<file path="src/rtl/prog_loader_ctrl.sv">
// UART-driven program loader and run controller: receives 'L' count word payloads into
// instruction memory, and 'R'/'H'/'S' commands to run, halt and single-step the core.
module prog_loader_ctrl #(
  parameter int IMEM_ADDR_WIDTH = 10,
  parameter int NB_INSTRUCTION  = 32,
  parameter int NB_BYTE         = 8
) (
  input  logic                       clk,
  input  logic                       i_rst,
  input  logic [NB_BYTE-1:0]         i_rx_data,
  input  logic                       i_rx_valid,
  input  logic                       i_tx_busy,
  output logic [NB_BYTE-1:0]         o_tx_data,
  output logic                       o_tx_start,
  output logic                       o_imem_wen,
  output logic [IMEM_ADDR_WIDTH-1:0] o_imem_addr,
  output logic [NB_INSTRUCTION-1:0]  o_imem_data,
  output logic                       o_cpu_en,
  output logic                       o_cpu_rst,
  output logic                       o_busy
);

  localparam int BYTES_PER_WORD = NB_INSTRUCTION / NB_BYTE;
  localparam int BCNT_W         = (BYTES_PER_WORD > 1) ? $clog2(BYTES_PER_WORD) : 1;
  localparam int IDX_W          = IMEM_ADDR_WIDTH - 2;
  localparam int CNT_W          = 2 * NB_BYTE;

  localparam logic [BCNT_W-1:0]  LAST_BYTE = BCNT_W'(BYTES_PER_WORD - 1);
  localparam logic [CNT_W:0]     ONE_EXT   = 1;
  localparam logic [CNT_W:0]     MAX_WORDS = ONE_EXT << IDX_W;

  localparam logic [NB_BYTE-1:0] CMD_LOAD = NB_BYTE'(8'h4C);
  localparam logic [NB_BYTE-1:0] CMD_RUN  = NB_BYTE'(8'h52);
  localparam logic [NB_BYTE-1:0] CMD_STEP = NB_BYTE'(8'h53);
  localparam logic [NB_BYTE-1:0] CMD_HALT = NB_BYTE'(8'h48);
  localparam logic [NB_BYTE-1:0] ST_ACK_B = NB_BYTE'(8'h06);
  localparam logic [NB_BYTE-1:0] ST_NAK_B = NB_BYTE'(8'h15);

  typedef enum logic [2:0] {
    ST_IDLE,
    ST_CNT_LO,
    ST_CNT_HI,
    ST_LOAD,
    ST_ACK,
    ST_RUN,
    ST_STEP
  } state_t;

  state_t                      state_q, state_d;
  logic [CNT_W-1:0]            count_q, count_d;
  logic [CNT_W-1:0]            word_idx_q, word_idx_d;
  logic [BCNT_W-1:0]           byte_cnt_q, byte_cnt_d;
  logic [NB_INSTRUCTION-1:0]   asm_q, asm_d;
  logic                        wen_q, wen_d;
  logic [IMEM_ADDR_WIDTH-1:0]  addr_q, addr_d;
  logic [NB_INSTRUCTION-1:0]   data_q, data_d;
  logic [NB_BYTE-1:0]          tx_data_q, tx_data_d;
  logic                        cpu_rst_q, cpu_rst_d;
  logic                        tx_start;

  logic [CNT_W-1:0]            full_count;
  logic [CNT_W-1:0]            idx_inc;
  logic                        final_pulse;
  logic                        loader_next;

  assign full_count  = {i_rx_data, count_q[NB_BYTE-1:0]};
  assign idx_inc     = word_idx_q + CNT_W'(1);
  // The write-pulse cycle of the last word is where the transfer is closed out.
  assign final_pulse = wen_q && (idx_inc == count_q);

  always_comb begin
    state_d    = state_q;
    count_d    = count_q;
    word_idx_d = word_idx_q;
    byte_cnt_d = byte_cnt_q;
    asm_d      = asm_q;
    wen_d      = 1'b0;
    addr_d     = addr_q;
    data_d     = data_q;
    tx_data_d  = tx_data_q;
    tx_start   = 1'b0;

    unique case (state_q)
      ST_IDLE: begin
        if (i_rx_valid) begin
          if (i_rx_data == CMD_LOAD)      state_d = ST_CNT_LO;
          else if (i_rx_data == CMD_RUN)  state_d = ST_RUN;
          else if (i_rx_data == CMD_STEP) state_d = ST_STEP;
        end
      end

      ST_CNT_LO: begin
        if (i_rx_valid) begin
          count_d[NB_BYTE-1:0] = i_rx_data;
          state_d              = ST_CNT_HI;
        end
      end

      ST_CNT_HI: begin
        if (i_rx_valid) begin
          count_d[CNT_W-1:NB_BYTE] = i_rx_data;
          word_idx_d               = '0;
          byte_cnt_d               = '0;
          if (full_count == '0) begin
            state_d   = ST_ACK;
            tx_data_d = ST_ACK_B;
          end else if ({1'b0, full_count} > MAX_WORDS) begin
            state_d   = ST_ACK;
            tx_data_d = ST_NAK_B;
          end else begin
            state_d = ST_LOAD;
          end
        end
      end

      ST_LOAD: begin
        if (wen_q) begin
          word_idx_d = idx_inc;
        end
        if (final_pulse) begin
          state_d   = ST_ACK;
          tx_data_d = ST_ACK_B;
        end else if (i_rx_valid) begin
          // Bytes arrive least-significant first.
          asm_d[byte_cnt_q*NB_BYTE +: NB_BYTE] = i_rx_data;
          if (byte_cnt_q == LAST_BYTE) begin
            byte_cnt_d = '0;
            wen_d      = 1'b1;
            data_d     = asm_d;
            addr_d     = {word_idx_q[IDX_W-1:0], 2'b00};
          end else begin
            byte_cnt_d = byte_cnt_q + BCNT_W'(1);
          end
        end
      end

      ST_ACK: begin
        if (!i_tx_busy) begin
          tx_start = 1'b1;
          state_d  = ST_IDLE;
        end
      end

      ST_RUN: begin
        if (i_rx_valid && (i_rx_data == CMD_HALT)) begin
          state_d = ST_IDLE;
        end
      end

      ST_STEP: begin
        state_d = ST_IDLE;
      end

      default: begin
        state_d = ST_IDLE;
      end
    endcase
  end

  // Core stays in reset through the whole load and one extra cycle after the ACK leaves.
  assign loader_next = (state_d == ST_CNT_LO) || (state_d == ST_CNT_HI) ||
                       (state_d == ST_LOAD)   || (state_d == ST_ACK);
  assign cpu_rst_d   = !loader_next && (state_q != ST_ACK);

  always_ff @(posedge clk or negedge i_rst) begin
    if (!i_rst) begin
      state_q    <= ST_IDLE;
      count_q    <= '0;
      word_idx_q <= '0;
      byte_cnt_q <= '0;
      asm_q      <= '0;
      wen_q      <= 1'b0;
      addr_q     <= '0;
      data_q     <= '0;
      tx_data_q  <= '0;
      cpu_rst_q  <= 1'b0;
    end else begin
      state_q    <= state_d;
      count_q    <= count_d;
      word_idx_q <= word_idx_d;
      byte_cnt_q <= byte_cnt_d;
      asm_q      <= asm_d;
      wen_q      <= wen_d;
      addr_q     <= addr_d;
      data_q     <= data_d;
      tx_data_q  <= tx_data_d;
      cpu_rst_q  <= cpu_rst_d;
    end
  end

  assign o_tx_data   = tx_data_q;
  assign o_tx_start  = tx_start;
  assign o_imem_wen  = wen_q;
  assign o_imem_addr = addr_q;
  assign o_imem_data = data_q;
  assign o_cpu_en    = (state_q == ST_RUN) || (state_q == ST_STEP);
  assign o_cpu_rst   = cpu_rst_q;
  assign o_busy      = (state_q != ST_IDLE) && (state_q != ST_RUN);

endmodule

</file>
<file path="config.mk">
export PLATFORM = sky130hd
export DESIGN_NAME = prog_loader_ctrl
export DESIGN_NICKNAME = d
export VERILOG_FILES = /design/src/rtl/prog_loader_ctrl.sv
export SDC_FILE = /design/constraint.sdc
export NUM_CORES = 1
export LEC_CHECK = 0
export BUFFER_PORTS_ARGS = -buffer_cell sky130_fd_sc_hd__buf_2
export CAP_MARGIN = 20
export CORE_MARGIN = 2
export CORE_UTILIZATION = 61
export CTS_BUF_LIST = sky130_fd_sc_hd__clkbuf_8
export DETAILED_ROUTE_END_ITERATION = 8
export HOLD_SLACK_MARGIN = 0.12
export PLACE_DENSITY = 0.9
export SYNTH_ARGS = -nofsm -noshare
export SYNTH_HDL_FRONTEND = slang
export SYNTH_SLANG_ARGS = --single-unit
</file>
<file path="constraint.sdc">
create_clock -name clk -period 3.4 [get_ports clk]
set_clock_uncertainty 0.1 [all_clocks]
set_input_delay 0.68 -clock clk [delete_from_list [all_inputs] [get_ports clk]]
set_output_delay 0.68 -clock clk [all_outputs]
set_load 0.02 [all_outputs]
</file>
# After elaboration in Yosys (flattened, before gate mapping)
# Cells that the tools add are included.
dict set report word_totals {
  mem_bits_ro 0
  word_cells 94
  memories 0
  out_inout_bits 55
  mem_bits_rw 0
  regBits 119
  latchBits 0
  inputBits 12
}
dict set report op_classes {
  n_mux 32
  add_sub_neg 3
  n_div 0
  reduce_logical 20
  bitwise_logic 1
  shifts 2
  eq_ne 24
  magnitude_cmp 1
  mul 0
}
# cell count
set op_table {}
lappend op_table {{negator 5 -> 34 bit} 1}
lappend op_table {{variable shift 8 x 34 -> 32 bit, first input constant} 1}
lappend op_table {{variable part select 8 x 34 -> 32 bit} 1}
lappend op_table {{two-way mux 3 bit} 11}
lappend op_table {{bitwise mux 32 bit} 1}
lappend op_table {{== test 8 x 7 -> 1 bit, second input constant} 4}
lappend op_table {{two-way mux 16 bit} 2}
lappend op_table {{two-way mux 8 bit} 4}
lappend op_table {{case mux 16 bit (2 select lines)} 1}
lappend op_table {{case mux 3 bit (6 select lines)} 1}
lappend op_table {{adder 16 x 1 -> 16 bit, second input constant} 1}
lappend op_table {{== test 16 bit} 1}
lappend op_table {{> comparator 16 x 9 -> 1 bit, second input constant} 1}
lappend op_table {{zero test 16 bit} 1}
lappend op_table {{case mux 8 bit (2 select lines)} 1}
lappend op_table {{== test 3 x 2 -> 1 bit, second input constant} 4}
lappend op_table {{== test 3 bit, second input constant} 4}
lappend op_table {{AND reduction 4 bit} 3}
lappend op_table {{!= test 2 bit, second input constant} 5}
lappend op_table {{!= test 3 bit, second input constant} 3}
lappend op_table {{two-way mux 2 bit} 4}
lappend op_table {{== test 3 x 1 -> 1 bit, second input constant} 2}
lappend op_table {{two-way mux 1 bit} 6}
lappend op_table {{AND reduction 3 bit} 2}
lappend op_table {{other kinds (11)} 18}

# Logic depth before layout (Yosys ltp)
dict set report logic_depth {
  word_depth 12
  mapped_depth 11
  ltp_nobuf 7
}

# Worst setup path after synthesis
# Ideal clock, no wire load.
dict set report synth_timing {
  path_kind {flip-flop to flip-flop}
  from {register word_idx_q[0]}
  to {register addr_q[3] (netlist: o_imem_addr[3])}
  path_buffers 1
  setup_time_ns 0.125
  path_stages_with_launch 9
  required_time_ns 3.175
  period_less_slack_ns 2.608
  arrival_ns 2.383
  path_slack_ns 0.792
  cell_sequence {dfrtp_1 > ha_1 > and4_1 > or4b_4 > xnor2_1 > nor2_2 > a31oi_4 > buf_6 > mux2_4}
}
dict set report synth_via {
  elab_chain_cells 5
}
# element line_no
set synth_lines {}
lappend synth_lines {{start, declared} 51} ;# logic [CNT_W-1:0] word_idx_q, word_idx_d;
lappend synth_lines {{start signal, assigned} 180} ;# word_idx_q <= word_idx_d;
lappend synth_lines {{adder 16 x 1 -> 16 bit} 67} ;# assign idx_inc = word_idx_q + CNT_W'(1);
lappend synth_lines {{== test 16 bit} 69} ;# assign final_pulse = wen_q && (idx_inc == count_q);
lappend synth_lines {{logical AND 1 bit} 69}
lappend synth_lines {{NOT 1 bit (no line)} --}
lappend synth_lines {{AND reduction 4 bit (no line)} --}
lappend synth_lines {{end signal, assigned} 184} ;# addr_q <= addr_d;
lappend synth_lines {{end, declared} 55} ;# logic [IMEM_ADDR_WIDTH-1:0] addr_q, addr_d;
# No other way between the ends.
# A chain may end at the register's enable or synchronous reset.

# Final worst setup path
dict set report layout_timing {
  from {register word_idx_q[1]}
  to {register tx_data_q[0] (netlist: o_tx_data[0])}
}
dict set report layout_via {
  elab_chain_cells 5
}
# element line_no
set layout_lines {}
lappend layout_lines {{adder 16 x 1 -> 16 bit} 67}
lappend layout_lines {{== test 16 bit} 69}
lappend layout_lines {{logical AND 1 bit} 69}
lappend layout_lines {{!= test 2 bit (no line)} --}
lappend layout_lines {{AND reduction 4 bit (no line)} --}
lappend layout_lines {{end signal, assigned} 186} ;# tx_data_q <= tx_data_d;
lappend layout_lines {{end, declared} 57} ;# logic [NB_BYTE-1:0] tx_data_q, tx_data_d;
# No other way between the ends.

==> metrics <==
final hold slack 0.127 ns; Vert. Die Dim 107 um; Routed Antenna Nets 0; total iterations of the first detailed-routing run 6; max-cap viol count 0; delay-heaviest family, CP simple AND/OR/NAND/NOR gates; xor and xnor area share after synthesis 0.0283; Tcrit/Tclk final 0.934; CP Launch Point word_idx_q[1]; 1st-iter DRT viols roughly 680; combinational family with the most area after synthesis compound AO/OA/AOI/OAI gates; count leader, synth dfrtp_1; Setup Crit Path Kind reg2reg; final hold vios 0; Synth Area in Simple Gates 0.127; critical path depth in cells 8; Vias/cell 6.53; residual DRC count 0; LEAKAGE 3.36 nW; RD Place Congestion between 0.8 and 0.9; Reg2Reg Depth 8; TritonCTS clock tree built; Top FF cell, synth dfrtp_1; synthesized area 6500 um^2; IO buf count 60; mux contribution to synthesized area 0.118; Slowest-stage cell, CP dfrtp_1; CP Launch Type flip-flop; CTS root buf clkbuf_8; post-synth top area share 0.439; gr usage total 0.301; Worst Path Required 3.64 ns; fin cells around 830; fin util 0.706; share of layout cells above drive strength 1 0.249; critical path arrival approximately 3.4 ns; I/O pins 67; Worst slew margin 0.399; instance count of the mapped netlist 642; post-synthesis compound-gate area fraction 0.202; Synth Register Bits 114; top cell type by total area after synthesis dfrtp_1; CP Capture Type flip-flop; Final nets about 700; Yosys cell types 65; total congestion overflow 0; RSZ-0062 raised after global routing false; setup tns final 0 ns; Setup Fix Bufs, Post-CTS 0; min-delay worst type in2async; largest net degree at the start of global routing between 70 and 80; Post-synth EDFFs 0; Clock Sinks 114; Worst R2R Start word_idx_q[1]; sequential area share after synthesis 0.439; H-tree levels 4; Max FO, Critical Path 34; Synth Area in Adders 0.0154; Final Max Slew Viols 0; Post-CTS Resized 0; FMAX 315 MHz; clock transition at the registers of the reported paths 0.07 ns; diode count 0; detailed-route via count 5433; global-route wire length before repair around 27000 um; top cells by area, synth dfrtp_1, mux2_4, o31ai_1; most instantiated cells after synthesis dfrtp_1, nand2_1, o21ai_0; Die Footprint about 12000 um^2; initial core utilization 0.630; Bufs and invs on worst path 1; R2R setup slack 0.23 ns; CP Cell Sequence ha_1 > and4_1 > or4b_4 > xnor2_1 > nor2_2 > buf_4 > nand4_1 > a31o_1; CTS Buffer Depth 2; Mean Syn Cell Area roughly 10 um^2; fin crit period 3.17 ns; row cnt 37; hold buffer count at CTS 0; vias in the first global route 5273; WL per Instance 19.9 um; Worst R2R End o_tx_data[0]; placeable core region 10300 um^2; setup violators final 0; Placed Cells 800; Cell Pwr Density 531 nW/um^2; Power Total 3.87 mW; initial antenna violation count 0; Horiz. Die Dim 107 um; Critical Path Max Stage Delay 0.54 ns; Synth async-reset ratio 1.00; clock insertion delay at the later pin of the skew report 0.46 ns; Max VDD drop 0.330 mV; Syn. warnings 0; outcome finished, final reports clean; post-DP HPWL 10600 um; total CTS buffers 17; layout overhead on the synthesized area 12.1%; slew at the pin closest to its max-slew limit 0.894 ns; Worst Setup EP o_tx_data[0]; Post-Route WL 16500 um
[final cells by class]
cell class | instances | area, um^2
Sequential cell | 114 | 2850
Timing Repair Buffer | 76 | 460
Clock buffer | 18 | 248
Tap cell | 136 | 170
Fill cell | 723 | 3030
Clock inverter | 14 | 196
Multi-Input combinational cell | 434 | 3210
Inverter | 40 | 150
[layer usage]
metal	vias up	wire, um	track usage	share of wire
li1	2430	-	-	-
met1	2648	6600	0.391	0.40
met2	300	8180	0.488	0.49
met3	55	1260	0.0587	0.076
met4	0	488	0.141	0.030
met5	-	0	0	0
[sequential cells by signal, indices dropped and copies added, names as in the netlist]
name,cells
o_imem_addr,8
o_tx_data,3
asm_q,32
byte_cnt_q,2
o_imem_wen,1
o_imem_data,32
count_q,16
o_cpu_rst,1
word_idx_q,16
state_q,3
[worst min-delay path by stage]
stage	startpoint	to	slack, ns	depth (start not counted)
after floorplan	i_rst	asm_q[0]	0.28	0
after detailed placement	o_imem_data[12]	o_imem_data[12]	0.39	1
after global routing	i_rst	o_imem_addr[7]	0.17	1
after CTS	i_rst	word_idx_q[3]	0.14	1
final	i_rst	word_idx_q[3]	0.13	1
after global placement	o_imem_addr[2]	o_imem_addr[2]	0.37	1
[cells in the final DEF (no fill, tap or decap), types with 3 or more instances in the layout]
master,count
a2111oi_0,3
nor2_1,17
clkinv_2,3
buf_12,3
nor2b_1,3
bufinv_16,5
nor3_1,5
buf_4,14
clkbuf_8,18
or4b_2,3
nor4_1,7
nand2_1,57
o21ai_0,55
o31ai_1,38
mux2_4,39
a31oi_1,3
xnor2_1,12
conb_1,6
nand4_1,7
a41oi_1,32
inv_1,44
dfrtp_1,114
and4_1,5
buf_2,59
and3_1,8
ha_1,8
xor2_1,9
mux2_2,15
nand3_1,10
a21oi_1,41
[worst reg2reg max path: stages, from the launching register on]
cell and delay, ns:
dfrtp_1 0.54, ha_1 0.33, and4_1 0.29, or4b_4 0.50, xnor2_1 0.16, nor2_2 0.22, buf_4 0.41, nand4_1 0.24
a31o_1 0.28
[where the power goes]
group / switching (mW) / internal (mW) / leakage, nW
Sequential: 0.160 / 1.44 / 1.34
Combinational: 0.539 / 0.296 / 1.78
Clock: 0.558 / 0.877 / 0.237
[cell families after synthesis]
kind of cell    count (synthesis)
buf+inv                        99
simple gates                  148
xor+xnor                       21
compound gates                196
flops                         114
other cells                     1
mux                            55
fa+ha+maj                       8
[through the flow]
stage	instance area, um^2	setup WS (ns)
2_1_floorplan	6520	0.792
3_3_place_gp	6850	0.433
3_5_place_dp	6850	0.270
4_1_cts	7290	0.251
5_1_grt	7290	0.0366
6_report	7290	0.226
Note: power is estimated with default switching activity, not from simulation.
